$ cat config.mk
export PLATFORM = sky130hd
export DESIGN_NAME = cordic_alu_pipe_flat
export DESIGN_NICKNAME = d
export VERILOG_FILES = /design/src/rtl/cordic_alu_pipe_pkg.sv /design/src/rtl/cordic_alu_pipe_if.sv /design/src/rtl/cordic_alu_pipe_arith_shifter.sv /design/src/rtl/cordic_alu_pipe.sv /design/src/flat_wrapper.sv
export SDC_FILE = /design/constraint.sdc
export NUM_CORES = 1
export LEC_CHECK = 0
export BUFFER_PORTS_ARGS = -buffer_cell sky130_fd_sc_hd__buf_2
export CORE_AREA = 4 4 107 109
export DETAILED_ROUTE_END_ITERATION = 6
export DIE_AREA = 0 0 111 113
export GPL_TIMING_DRIVEN = 0
export HOLD_SLACK_MARGIN = 0.05
export PLACE_DENSITY_LB_ADDON = 0.3
export SLEW_MARGIN = 0
export SYNTH_ARGS = -nofsm -noshare
export SYNTH_HDL_FRONTEND = slang
export SYNTH_SLANG_ARGS = --single-unit
$ cat constraint.sdc
create_clock -name clk -period 7.9 [get_ports clk]
set_input_delay 0.79 -clock clk [delete_from_list [all_inputs] [get_ports clk]]
set_output_delay 0.79 -clock clk [all_outputs]
set_load 0.02 [all_outputs]
$ cat src/rtl/cordic_alu_pipe_pkg.sv
`default_nettype none
// ============================================================================
//  Module      : cordic_alu_pkg
//  Description : Opcode encodings and saturation-constant helpers shared by
//                the CORDIC add/subtract pipeline, its interface and bench.
//  Revision    : 1.0 - initial release
// ============================================================================
package cordic_alu_pkg;

   localparam int OP_WIDTH = 3;

   localparam logic [OP_WIDTH-1:0] OP_ADD     = 3'd0;
   localparam logic [OP_WIDTH-1:0] OP_SUB     = 3'd1;
   localparam logic [OP_WIDTH-1:0] OP_ADD_SAT = 3'd2;
   localparam logic [OP_WIDTH-1:0] OP_SUB_SAT = 3'd3;
   localparam logic [OP_WIDTH-1:0] OP_ADD_SHR = 3'd4;
   localparam logic [OP_WIDTH-1:0] OP_SUB_SHR = 3'd5;

   // Widest word the saturation helpers can describe; callers truncate.
   localparam int SAT_MAX_WIDTH = 64;

   // Largest positive two's-complement value of the given width (0111...1).
   function automatic logic [SAT_MAX_WIDTH-1:0] sat_max(input int width);
      logic [SAT_MAX_WIDTH-1:0] one;
      one = {{(SAT_MAX_WIDTH-1){1'b0}}, 1'b1};
      return (one << (width - 1)) - one;
   endfunction

   // Most negative two's-complement value of the given width (100...0).
   function automatic logic [SAT_MAX_WIDTH-1:0] sat_min(input int width);
      logic [SAT_MAX_WIDTH-1:0] one;
      one = {{(SAT_MAX_WIDTH-1){1'b0}}, 1'b1};
      return one << (width - 1);
   endfunction

endpackage
`default_nettype wire

$ cat src/rtl/cordic_alu_pipe_if.sv
`default_nettype none
// ============================================================================
//  Module      : cordic_alu_pipe_if
//  Description : Request/response handshake bundle of the CORDIC add/sub
//                pipeline. master = producer/consumer side, slave = the unit.
//  Revision    : 1.0 - initial release
// ============================================================================
interface cordic_alu_pipe_if
   import cordic_alu_pkg::*;
#(
   parameter int WORD_LENGTH = 16,
   parameter int SHIFT_WIDTH = $clog2(WORD_LENGTH)
);

   logic                   in_valid;
   logic                   in_ready;
   logic [OP_WIDTH-1:0]    op;
   logic [WORD_LENGTH-1:0] A;
   logic [WORD_LENGTH-1:0] B;
   logic [SHIFT_WIDTH-1:0] shift;
   logic                   out_valid;
   logic                   out_ready;
   logic [WORD_LENGTH-1:0] result;
   logic                   overflow;
   logic                   zero;
   logic                   negative;

   modport master (
      output in_valid, op, A, B, shift, out_ready,
      input  in_ready, out_valid, result, overflow, zero, negative
   );

   modport slave (
      input  in_valid, op, A, B, shift, out_ready,
      output in_ready, out_valid, result, overflow, zero, negative
   );

endinterface
`default_nettype wire

$ cat src/rtl/cordic_alu_pipe_arith_shifter.sv
`default_nettype none
// ============================================================================
//  Module      : arith_shifter
//  Description : Combinational sign-filling barrel shifter (data >>> shift)
//                placed in front of the first pipeline register.
//  Revision    : 1.0 - initial release
// ============================================================================
module arith_shifter #(
   parameter int WORD_LENGTH = 16,
   parameter int SHIFT_WIDTH = $clog2(WORD_LENGTH)
) (
   input  wire logic [WORD_LENGTH-1:0] i_data,
   input  wire logic [SHIFT_WIDTH-1:0] i_shift,
   output logic      [WORD_LENGTH-1:0] o_data
);

   // Arithmetic right shift: vacated high bits copy the sign bit.
   always_comb begin
      o_data = $signed(i_data) >>> i_shift;
   end

endmodule
`default_nettype wire

$ cat src/rtl/cordic_alu_pipe.sv
`default_nettype none
// ============================================================================
//  Module      : cordic_alu_pipe
//  Description : Two-stage signed add/sub unit for one CORDIC channel with
//                optional B>>>shift, saturation, status flags and a
//                valid/ready handshake sustaining one op per clock.
//  Revision    : 1.0 - initial release
// ============================================================================
module cordic_alu_pipe
   import cordic_alu_pkg::*;
#(
   parameter int WORD_LENGTH = 16,
   parameter int SHIFT_WIDTH = $clog2(WORD_LENGTH)
) (
   input wire logic          clk,
   input wire logic          rst_n,
   cordic_alu_pipe_if.slave  bus
);

   localparam logic [WORD_LENGTH-1:0] c_sat_max = WORD_LENGTH'(sat_max(WORD_LENGTH));
   localparam logic [WORD_LENGTH-1:0] c_sat_min = WORD_LENGTH'(sat_min(WORD_LENGTH));

   // Stage 1 registers: opcode, A and the prepared (shifted/inverted) B.
   logic                   s1_valid_q, s1_valid_d;
   logic [OP_WIDTH-1:0]    op_q, op_d;
   logic [WORD_LENGTH-1:0] a_q, a_d;
   logic [WORD_LENGTH-1:0] b_q, b_d;

   // Stage 2 registers: final result and flags.
   logic                   s2_valid_q, s2_valid_d;
   logic [WORD_LENGTH-1:0] result_q, result_d;
   logic                   overflow_q, overflow_d;
   logic                   zero_q, zero_d;
   logic                   negative_q, negative_d;

   logic                   w_s1_adv;
   logic                   w_s2_adv;
   logic [WORD_LENGTH-1:0] w_b_shifted;
   logic [WORD_LENGTH-1:0] w_b_operand;
   logic                   w_s1_is_sub;
   logic                   w_cin;
   logic [WORD_LENGTH:0]   w_sum_ext;
   logic                   w_raw_ovf;
   logic                   w_is_sat;
   logic                   w_reserved;
   logic [WORD_LENGTH-1:0] w_final;

   arith_shifter #(
      .WORD_LENGTH (WORD_LENGTH),
      .SHIFT_WIDTH (SHIFT_WIDTH)
   ) u_arith_shifter (
      .i_data  (bus.B),
      .i_shift (bus.shift),
      .o_data  (w_b_shifted)
   );

   // Handshake: a stage moves when it is empty or its successor moves.
   always_comb begin
      w_s2_adv     = ~s2_valid_q | bus.out_ready;
      w_s1_adv     = ~s1_valid_q | w_s2_adv;
      bus.in_ready = w_s1_adv;
   end

   // Operand preparation ahead of S1: select shifted B, invert it for subtracts
   // (the +1 carry is re-derived from the registered opcode in S2).
   always_comb begin
      w_s1_is_sub = (bus.op == OP_SUB) || (bus.op == OP_SUB_SAT) || (bus.op == OP_SUB_SHR);
      w_b_operand = ((bus.op == OP_ADD_SHR) || (bus.op == OP_SUB_SHR)) ? w_b_shifted : bus.B;
      if (w_s1_is_sub) begin
         w_b_operand = ~w_b_operand;
      end
   end

   // S2 arithmetic: sign-extended adder, overflow, saturation and reserved ops.
   always_comb begin
      w_cin      = (op_q == OP_SUB) || (op_q == OP_SUB_SAT) || (op_q == OP_SUB_SHR);
      w_is_sat   = (op_q == OP_ADD_SAT) || (op_q == OP_SUB_SAT);
      w_reserved = (op_q > OP_SUB_SHR);
      w_sum_ext  = {a_q[WORD_LENGTH-1], a_q} + {b_q[WORD_LENGTH-1], b_q}
                 + {{WORD_LENGTH{1'b0}}, w_cin};
      // Extension bit and sign bit disagree exactly when both adder operands
      // share a sign and the wrapped sum's sign differs from it.
      w_raw_ovf  = w_sum_ext[WORD_LENGTH] ^ w_sum_ext[WORD_LENGTH-1];
      w_final    = w_sum_ext[WORD_LENGTH-1:0];
      if (w_reserved) begin
         w_final   = '0;
         w_raw_ovf = 1'b0;
      end else if (w_is_sat && w_raw_ovf) begin
         w_final = a_q[WORD_LENGTH-1] ? c_sat_min : c_sat_max;
      end
   end

   // Next-state for both stages; data only loads when the stage advances.
   always_comb begin
      s1_valid_d = s1_valid_q;
      op_d       = op_q;
      a_d        = a_q;
      b_d        = b_q;
      s2_valid_d = s2_valid_q;
      result_d   = result_q;
      overflow_d = overflow_q;
      zero_d     = zero_q;
      negative_d = negative_q;

      if (w_s1_adv) begin
         s1_valid_d = bus.in_valid;
         if (bus.in_valid) begin
            op_d = bus.op;
            a_d  = bus.A;
            b_d  = w_b_operand;
         end
      end

      if (w_s2_adv) begin
         s2_valid_d = s1_valid_q;
         if (s1_valid_q) begin
            result_d   = w_final;
            overflow_d = w_raw_ovf;
            zero_d     = (w_final == '0);
            negative_d = w_final[WORD_LENGTH-1];
         end
      end
   end

   // Pipeline registers with synchronous active-low reset.
   always_ff @(posedge clk) begin
      if (!rst_n) begin
         s1_valid_q <= 1'b0;
         op_q       <= '0;
         a_q        <= '0;
         b_q        <= '0;
         s2_valid_q <= 1'b0;
         result_q   <= '0;
         overflow_q <= 1'b0;
         zero_q     <= 1'b0;
         negative_q <= 1'b0;
      end else begin
         s1_valid_q <= s1_valid_d;
         op_q       <= op_d;
         a_q        <= a_d;
         b_q        <= b_d;
         s2_valid_q <= s2_valid_d;
         result_q   <= result_d;
         overflow_q <= overflow_d;
         zero_q     <= zero_d;
         negative_q <= negative_d;
      end
   end

   // Outputs come straight from S2 registers.
   always_comb begin
      bus.out_valid = s2_valid_q;
      bus.result    = result_q;
      bus.overflow  = overflow_q;
      bus.zero      = zero_q;
      bus.negative  = negative_q;
   end

endmodule
`default_nettype wire

$ cat src/flat_wrapper.sv
// flat-port wrapper written by rule: the top's interface ports become plain ports
module cordic_alu_pipe_flat import cordic_alu_pkg::*;
#(
   parameter int WORD_LENGTH = 16,
   parameter int SHIFT_WIDTH = $clog2(WORD_LENGTH)
)
  (clk, rst_n, bus_in_valid, bus_op, bus_A, bus_B, bus_shift, bus_out_ready, bus_in_ready, bus_out_valid, bus_result, bus_overflow, bus_zero, bus_negative);
  cordic_alu_pipe_if #(.WORD_LENGTH(WORD_LENGTH), .SHIFT_WIDTH(SHIFT_WIDTH)) bus_i ();
  input wire logic clk;
  input wire logic rst_n;
  input wire logic [$bits(bus_i.in_valid)-1:0] bus_in_valid;
  input wire logic [$bits(bus_i.op)-1:0] bus_op;
  input wire logic [$bits(bus_i.A)-1:0] bus_A;
  input wire logic [$bits(bus_i.B)-1:0] bus_B;
  input wire logic [$bits(bus_i.shift)-1:0] bus_shift;
  input wire logic [$bits(bus_i.out_ready)-1:0] bus_out_ready;
  output wire logic [$bits(bus_i.in_ready)-1:0] bus_in_ready;
  output wire logic [$bits(bus_i.out_valid)-1:0] bus_out_valid;
  output wire logic [$bits(bus_i.result)-1:0] bus_result;
  output wire logic [$bits(bus_i.overflow)-1:0] bus_overflow;
  output wire logic [$bits(bus_i.zero)-1:0] bus_zero;
  output wire logic [$bits(bus_i.negative)-1:0] bus_negative;
  assign bus_i.in_valid = bus_in_valid;
  assign bus_i.op = bus_op;
  assign bus_i.A = bus_A;
  assign bus_i.B = bus_B;
  assign bus_i.shift = bus_shift;
  assign bus_i.out_ready = bus_out_ready;
  assign bus_in_ready = bus_i.in_ready;
  assign bus_out_valid = bus_i.out_valid;
  assign bus_result = bus_i.result;
  assign bus_overflow = bus_i.overflow;
  assign bus_zero = bus_i.zero;
  assign bus_negative = bus_i.negative;
  cordic_alu_pipe #(.WORD_LENGTH(WORD_LENGTH), .SHIFT_WIDTH(SHIFT_WIDTH)) u_core (.clk(clk), .rst_n(rst_n), .bus(bus_i));
endmodule
==> metrics.md, run 1 <==
| Metric | Value |
|---|---|
| Synth warn | 0 |
| Hold WS | between 0.4 and 0.5 ns |
| Vias per cell | roughly 5.5 |
| Worst vdd ir | between 0.09 and 0.1 mV |
| Post-route cell area | 0.00472 mm2 |
| Slew Viols, Final | 0 |
| Share of layout cells above drive strength 1 | 0.171 |
| 1st-iter DRT viols | 228 |
| CP Capture Type | register |
| Final Hold Viols | 0 |
| CP Data Required Time | a little over 8 ns |
| Initial Util | 0.392 |
| Pre-CTS setup slack | 3.93 ns |
| Post-Syn Area per Cell | 8.08 um2 |
| Initial antenna violation count | 0 |
| Top area cells in the synthesized netlist | dfxtp_1 (27%), nand2_1 (8.9%), mux4_2 (7.0%), o21ai_0 (6.4%), a21boi_0 (5.6%) |
| Post-Synthesis Cells | 514 |
| Most frequent cells after synthesis | nand2_1 (99), dfxtp_1 (55), o21ai_0 (53) |
| Die height | ~110 um |
| CP Class | reg -> reg |
| Final Skew | 0.00808 ns |
| CTS Buf Count | 5 |
| Routability Congestion | between 0.8 and 0.9 |
| Synth Register Bits | 55 |
| Die width | between 100 and 150 um |
| Ys async rst share | 0 |
| Final period utilization | 0.509 |
| Total grt overflow | 0 |
| Total wire length | about 11000 um |
| Via count | ~3900 |
| Area Overhead vs Synth | 13.7% |
| Vias in the first global route | roughly 3800 |
| Max-cap violations | 0 |
| Final Setup Violations | 0 |
| Clock root buffer master | clkbuf_8 |
| CTS tree | done |
| Clock latency on the worst-skew pair | 0.31 ns |
| Routed len/inst | 15.5 um |
| CTS resizes | 0 |
| Ys flop type | dfxtp_1 |
| Largest net degree at the start of global routing | 16 |
| Crit path time final | 4.02 ns |
| HP Class | reg -> reg |
| Total global-route track usage | 0.179 |
| Clock sink count | 55 |
| Post-DP HPWL | 8880 um |
| EDFF count, synth | 0 |
| CP max FO | 10 |
| First-pass GRT wire length | approximately 19000 um |
| Final ANT Viol Nets | 0 |
| Syn_nets | ~570 |
| Pre-antenna DRT Iters | 4 |
| Sequential fraction of the synthesis area | 0.265 |
| Fin nets | 639 |
| Core ar. | approximately 0.011 mm2 |
| Yosys top cell area share | 0.265 |
| Worst-path clk slew | ~0.1 ns |
| # Post-CTS Setup Buffers | 0 |
| Row count | 38 |
| Synthesized area | slightly above 0.004 mm2 |
| Crit path launch type | register |
| Most common cell in the netlist | nand2_1 |
| PwrDens | between 150 and 200 mW/mm2 |
| Setup WS post-layout | between 3 and 4 ns |
| Port Buffers | 58 |
| Drt drc | 0 |
| I/O pin cnt | 64 |
| Crit path DAT | roughly 4.3 ns |
| Placed cell area | 0.00462 mm2 |
| N_diodes | 0 |
| Lkg Pwr | 1.95 nW |
| RSZ-0062 raised after global routing | no |
| Final setup TNS | 0 ns |
| Die ar. | ~0.013 mm2 |
| H-tree Lvls | 2 |
| Netlist cell types | around 60 |
| Max clock buf depth | 2 |
| Hold buffers post-CTS | 0 |
| Area leader, netlist | dfxtp_1 |
| Slew HR | 0.565 |
| Status | finished, final reports clean |
| Tot Pwr | about 0.00071 W |
| Max Freq | about 0.25 GHz |
| Worst-margin pin slew | about 0.65 ns |
[worst paths after layout]
path                              from              endpoint  slack [ns]  cells after the start
hold / removal    u_core.bus.result[6]  u_core.bus.result[6]        0.46                      2
setup reg to reg        u_core.op_q[1]  u_core.bus.result[6]        3.88                     13
setup / recovery        u_core.op_q[1]  u_core.bus.result[6]        3.88                     13
hold reg to reg   u_core.bus.result[6]  u_core.bus.result[6]        0.46                      2
[report_power, final]
group	leakage, nW	switching (W)	internal [W]
sequential	0.452	0.0000111	0.000295
combinational	1.45	0.000127	0.0000949
clock	0.0513	0.0000874	0.0000931
total	1.95	0.000226	0.000483
[metal layers]
layer | global-route usage | routed length (um) | share of wire | vias to the layer above
met4 | 0.0378 | 140 | 0.013 | 0
met3 | 0.0305 | 636 | 0.057 | 11
met5 | 0 | 0 | 0 | -
li1 | - | - | - | 1969
met2 | 0.292 | 5040 | 0.45 | 106
met1 | 0.249 | 5290 | 0.48 | 1856
[cells in the final DEF (no fill, tap or decap), drive strengths merged, types with 4 or more instances in the layout]
master,count
a21o,5
o21a,5
nand3,9
nand2b,9
mux4,13
a21boi,35
buf,66
o21ai,53
o211a,7
inv,8
dfxtp,55
ha,15
xor2,8
or3,4
nor2b,11
mux2i,11
o211ai,4
nor2,16
a211oi,8
clkbuf,32
a21oi,25
and3,4
nand2,99
xnor2,17
and2,18
[final cells by class]
| cell class | instances | area, um2 |
|---|---|---|
| Clock inverter | 1 | 30.0 |
| Fill cell | 1103 | 5880 |
| Inverter | 8 | 30.0 |
| Clock buffer | 6 | 72.6 |
| Buffer | 34 | 149 |
| Timing Repair Buffer | 58 | 290 |
| Tap cell | 140 | 175 |
| Multi-Input combinational cell | 417 | 2870 |
| Sequential cell | 55 | 1100 |
[sequential cells by signal, indices dropped and copies added, names as in the netlist]
register              flops
u_core.s1_valid_q         1
u_core.op_q               3
u_core.bus.zero           1
u_core.bus.negative       1
u_core.bus.overflow       1
u_core.bus.out_valid      1
u_core.b_q               16
u_core.a_q               16
u_core.bus.result        15
[critical path, cell delays in order, from the launching register on]
cell and delay [ns]:
dfxtp_1 0.31, clkbuf_1 0.22, nand2_1 0.18, nand2_1 0.08, fa_1 0.42, fa_1 0.41, nand2b_1 0.17, a21oi_1 0.39
o2111ai_1 0.23, and4_2 0.24, nor4_1 0.60, nand2_1 0.31, a21o_2 0.28, a21boi_2 0.12
[cell families after synthesis]
family          synth area share
compound gates             0.269
xor+xnor                  0.0527
fa+ha+maj                 0.0548
buf+inv                   0.0431
flops                      0.265
mux                        0.105
simple gates               0.210
[per-stage QoR]
| stage | utilization | instances |
|---|---|---|
| after global placement | 0.436 | 712 |
| after detailed placement | 0.436 | 712 |
| after floorplan | - | 514 |
| after global routing | 0.445 | 719 |
| final | 0.445 | 719 |
| after CTS | 0.445 | 719 |
Note: power is estimated with default switching activity, not from simulation.
==> run 2, diff against run 1 <==
clock period = 3.7 ns   (was 7.9 ns; I/O delays follow)
==> run 2 against run 1 <==
Net effect:
- sequential share of layout area decreased by 0.16 points
- hold slack worse by 0.15 ns
- wire length up 0.34%
- global-route usage barely moved
- clock power rose by 110%
- critical path depth down 1
- via count up 0.53%
- core utilization increased by 0.35 points
==> metrics.md, run 2 (synthesis gave the netlist of run 1 again) <==
| Metric | Value |
|---|---|
| Status | finished, final reports clean |
| Clock latency on the worst-skew pair | 0.31 ns (about the same) |
| Hold buffers post-CTS | 0 (unchanged) |
| Worst R2R Setup Slack | 0.16 ns (-3.72 ns) |
| Vias in the first global route | 3829 (-0.13%) |
| Final Skew | 0.00743 ns (-0.000657 ns) |
| Clock sink count | 55 (unchanged) |
| Total wire length | 11100 um (+0.34%) |
| 1st-iter DRT viols | 272 (+19%) |
| Max Freq | 0.282 GHz (+14%) |
| Final Setup Violations | 0 (unchanged) |
| Hold Path Stages | 3 (+1) |
| Largest net degree at the start of global routing | 16 (unchanged) |
| First-pass GRT wire length | 18800 um (about the same) |
| Die ar. | 0.0125 mm2 (unchanged) |
| Most frequent cells in the layout | nand2_1 (98), buf_2 (60), dfxtp_1 (54) |
| Final period utilization | 0.958 (+0.449) |
| Vias per cell | 5.52 (+0.67%) |
| Hold endpoint | u_core.a_q[15] |
| Final Util | 0.449 (+0.00354) |
| Slew HR | 0.559 (-0.00670) |
| Max clock buf depth | 2 (unchanged) |
| CTS tree | done |
| Tot Pwr | 0.00152 W (+110%) |
| Placed Cells | 712 (unchanged) |
| Routability Congestion | 0.898 (unchanged) |
| Layout Cells excl Fill | 718 (-0.14%) |
| Crit path time final | 3.54 ns (-0.479 ns) |
| Post-route cell area | 0.00476 mm2 (+0.79%) |
| Initial antenna violation count | 0 (unchanged) |
| PwrDens | 319 mW/mm2 (+110%) |
| Routed len/inst | 15.5 um (+0.48%) |
| Crit path DAT | 3.80 ns (-0.47 ns) |
| CP Class | reg -> reg |
| Worst-margin pin slew | 0.662 ns (+0.0160 ns) |
| Placed cell area | 0.00462 mm2 (unchanged) |
| Initial Util | 0.392 (unchanged) |
| RSZ-0062 raised after global routing | no |
| Total global-route track usage | 0.179 (about the same) |
| R2R depth | 12 (-1) |
| N_diodes | 0 (unchanged) |
| # Post-CTS Setup Buffers | 0 (unchanged) |
| Reg-to-reg endpoint | u_core.bus.result[1] |
| Slew Viols, Final | 0 (unchanged) |
| CTS Buf Count | 5 (unchanged) |
| CP Capture Type | register |
| Crit path launch type | register |
| Final ANT Viol Nets | 0 (unchanged) |
| Die height | 113 um (unchanged) |
| Row count | 38 (unchanged) |
| I/O pin cnt | 64 (unchanged) |
| Drt drc | 0 (unchanged) |
| Lkg Pwr | 1.95 nW (about the same) |
| Crit path launch | u_core.op_q[1] |
| Final setup TNS | 0 ns (unchanged) |
| Most common cell after layout, fill and taps aside | nand2_1 |
| Worst vdd ir | 0.204 mV (+120%) |
| Post-DP HPWL | 8880 um (unchanged) |
| Pre-antenna DRT Iters | 5 (+1) |
| Worst-path clk slew | 0.10 ns (about the same) |
| Total grt overflow | 0 (unchanged) |
| Hold path start | bus_A[15] |
| Filler cell count | 1095 (-0.73%) |
| Final Hold Viols | 0 (unchanged) |
| Clock root buffer master | clkbuf_8 |
| Share of layout cells above drive strength 1 | 0.183 (+0.0124) |
| Max-cap violations | 0 (unchanged) |
| Die width | 111 um (unchanged) |
| Core ar. | 0.0106 mm2 (unchanged) |
| H-tree Lvls | 2 (unchanged) |
| Area Overhead vs Synth | 14.6% |
| HP Class | in -> reg |
| Via count | 3963 (+0.53%) |
| CP max FO | 10 (unchanged) |
| CP Data Required Time | 3.95 ns (-4.20 ns) |
| Reg2reg start | u_core.op_q[1] |
| Fin nets | 638 (-0.16%) |
| Port Buffers | 58 (unchanged) |
run 2: through the flow:
stage | worst slack, ns | hold slack (ns)
after CTS | 0.0902 | 0.309
after global routing | 0.0156 | 0.307
after floorplan | 0.246 | 0.444
after detailed placement | -0.268 | 0.451
after global placement | -0.306 | 0.446
final | 0.156 | 0.311
run 2: critical path, stage by stage, from the launching register on:
cell	delay [ns]
dfxtp_2	0.40
nand2_2	0.11
nand2_1	0.07
fa_1	0.42
fa_1	0.41
nand2b_1	0.21
a21oi_4	0.25
o2111ai_2	0.17
and4_2	0.23
or4_4	0.56
buf_6	0.16
a221o_1	0.36
a21boi_2	0.13
run 2: metal layers:
layer  GRT usage  share of wire  vias up
li1            -              -     1969
met4      0.0369          0.013        0
met2       0.292           0.45      107
met1       0.250           0.48     1874
met3      0.0305          0.055       13
met5           0              0        -
run 2: area by class of cell:
type,instances,area (um2),share of cell area
multi-input cells,417,2910,0.612
flip-flops and latches,55,1100,0.232
repair buffers,58,290,0.0610
well taps,140,175,0.0368
plain buffers,33,145,0.0305
clock buffers,6,72.6,0.0152
clock inverters,1,30.0,0.00631
inverters,8,30.0,0.00631
run 2: worst max path at each step:
stage / to / cells past startpoint
after floorplan: u_core.bus.result[0] / 13
after global placement: u_core.bus.result[6] / 13
after detailed placement: u_core.bus.result[6] / 13
after CTS: u_core.bus.result[1] / 12
after global routing: u_core.bus.result[7] / 13
final: u_core.bus.result[1] / 12
run 2: timing repair:
item / 4_1_cts / 5_1_grt
resized for setup: 5 / 5
endpoints found under the setup margin: 17 / 16
pin swaps: 0 / 1
run 2: report_power, final:
part	internal (W)	switching (W)
Clock	0.000199	0.000188
Sequential	0.000631	0.0000261
Combinational	0.000204	0.000272
==> run 3, diff against run 2 <==
PLACE_DENSITY_LB_ADDON = 0.08   (was 0.3)
clock period = 3.5 ns   (was 3.7 ns; I/O delays follow)
==> run 3 against run 2 <==
Net effect:
- final cell count is 0.28% higher
- via count is 0.13% lower
- clock skew is 0.0043 ns higher
==> metrics.md, run 3 (synthesis gave the netlist of run 1 again) <==
| Metric | Value |
|---|---|
| Status | finished, final reports clean |
| Worst-margin pin slew | 0.681 ns (+0.0188 ns) |
| Drt drc | 0 (unchanged) |
| Slew Viols, Final | 0 (unchanged) |
| CP Capture Type | register |
| Vias per cell | 5.50 (-0.40%) |
| First-pass GRT wire length | 19500 um (+3.7%) |
| Tot Pwr | 0.00158 W (+3.9%) |
| Die height | 113 um (unchanged) |
| Final Hold Viols | 0 (unchanged) |
| Pre-antenna DRT Iters | 4 (-1) |
| Lkg Pwr | 1.97 nW (+0.87%) |
| Final Skew | 0.0117 ns (+0.00428 ns) |
| Initial Util | 0.392 (unchanged) |
| Hold buffers post-CTS | 0 (unchanged) |
| CTS tree | done |
| Net Sw Frac | 0.337 (+0.0169) |
| Core ar. | 0.0106 mm2 (unchanged) |
| Worst vdd ir | 0.153 mV (-25%) |
| Total global-route track usage | 0.188 (+0.00875) |
| PwrDens | 331 mW/mm2 (+3.7%) |
| Clock power share | 0.239 (-0.016) |
| Clock latency on the worst-skew pair | 0.31 ns (about the same) |
| Port Buffers | 58 (unchanged) |
| Final Util | 0.450 (+0.000826) |
| Via count | 3958 (-0.13%) |
| Crit path DAT | 3.62 ns (-0.18 ns) |
| Max clock buf depth | 2 (unchanged) |
| H-tree Lvls | 2 (unchanged) |
| Total grt overflow | 0 (unchanged) |
| Initial antenna violation count | 0 (unchanged) |
| Die ar. | 0.0125 mm2 (unchanged) |
| Most frequent cells in the layout | nand2_1 (98), buf_2 (60), o21ai_0 (53), dfxtp_1 (53), a21boi_0 (31) |
| Crit path launch type | register |
| CP Data Required Time | 3.75 ns (-0.20 ns) |
| CP max FO | 10 (unchanged) |
| CTS Buf Count | 5 (unchanged) |
| Power share of the sequential group | 0.440 (+0.008) |
| Die width | 111 um (unchanged) |
| Vias in the first global route | 3809 (-0.52%) |
| Final period utilization | 0.963 (+0.00526) |
| I/O pin cnt | 64 (unchanged) |
| Row count | 38 (unchanged) |
| Crit path time final | 3.37 ns (-0.173 ns) |
| Psw | 0.000531 W (+9.4%) |
| Clock sink count | 55 (unchanged) |
| Post-DP HPWL | 9190 um (+3.5%) |
| Slew HR | 0.546 (-0.0125) |
| Most common cell after layout, fill and taps aside | nand2_1 |
| Final ANT Viol Nets | 0 (unchanged) |
| Routability Congestion | 0.856 (-4.7%) |
| Post-route cell area | 0.00477 mm2 (+0.18%) |
| Clock root buffer master | clkbuf_8 |
| Int Power | 0.00105 W (+1.3%) |
| N_diodes | 0 (unchanged) |
| Worst-path clk slew | 0.11 ns (about the same) |
| Combinational group share of total power | 0.321 (+0.008) |
| Max Freq | 0.297 GHz (+5.1%) |
| Final setup TNS | 0 ns (unchanged) |
| CP Class | reg -> reg |
| Filler cell count | 1125 (+2.7%) |
| Final Setup Violations | 0 (unchanged) |
| RSZ-0062 raised after global routing | no |
| Max-cap violations | 0 (unchanged) |
| Share of layout cells above drive strength 1 | 0.190 (+0.00626) |
| 1st-iter DRT viols | 204 (-25%) |
| Routed len/inst | 16.0 um (+3.3%) |
| Placed cell area | 0.00462 mm2 (unchanged) |
| Largest net degree at the start of global routing | 17 (+1) |
| Area Overhead vs Synth | 14.8% |
| HP Class | in -> reg |
| Total wire length | 11500 um (+3.6%) |
| Fin nets | 639 (+0.16%) |
==> run 3: worst paths after layout <==
kind | startpoint | to | slack [ns] | cells past startpoint
worst min register to register | u_core.bus.result[1] | u_core.bus.result[1] | 0.46 | 2
worst max-delay path | u_core.op_q[1] | u_core.bus.result[0] | 0.13 | 12
worst max register to register | u_core.op_q[1] | u_core.bus.result[0] | 0.13 | 12
worst min-delay path | bus_A[13] | u_core.a_q[13] | 0.27 | 3
==> run 3: layout make-up <==
cell class,count,area (um2),area share
Timing Repair Buffer,59,298,0.0625
Clock inverter,1,8.76,0.00184
Sequential cell,55,1110,0.232
Multi-Input combinational cell,417,2920,0.612
Buffer,33,145,0.0304
Tap cell,140,175,0.0367
Inverter,8,30.0,0.00630
Clock buffer,7,86.3,0.0181
==> run 3: worst max-delay path, cell delays in order, from the launching register on <==
cell,delay [ns]
dfxtp_4,0.40
nand2_2,0.10
nand2_1,0.07
fa_1,0.42
fa_2,0.37
nand2b_4,0.17
a21oi_4,0.17
o2111ai_1,0.19
and4_4,0.20
or4_4,0.56
buf_6,0.16
a221o_1,0.37
a21boi_2,0.13
==> run 3: what timing repair did <==
action	4_1_cts	5_1_grt
gates resized for setup	8	5
pin swaps	1	0
endpoints found under the setup margin	18	16
buffers inserted	1	0
==> run 3: power by group through the flow <==
stage          Sequential (W)  Combinational (W)  Clock, W
3_5_place_dp         0.000708           0.000500         0
3_3_place_gp         0.000706           0.000498         0
5_1_grt              0.000702           0.000566  0.000421
4_1_cts              0.000695           0.000504  0.000392
2_1_floorplan        0.000715           0.000346         0
6_report             0.000695           0.000506  0.000378
==> run 3: through the flow <==
step / cells / hold WS, ns / worst slack (ns)
2_1_floorplan: 514 / 0.444 / 0.0456
3_3_place_gp: 712 / 0.446 / -0.565
3_5_place_dp: 712 / 0.453 / -0.571
4_1_cts: 720 / 0.262 / 0.00291
5_1_grt: 720 / 0.276 / 0.0248
6_report: 720 / 0.269 / 0.129
==> run 3: metal layers <==
metal | global-route usage | up-vias | share of wire
met3 | 0.0251 | 15 | 0.043
met4 | 0.0452 | 0 | 0.013
li1 | - | 1976 | -
met1 | 0.260 | 1887 | 0.48
met5 | 0 | - | 0
met2 | 0.312 | 80 | 0.46
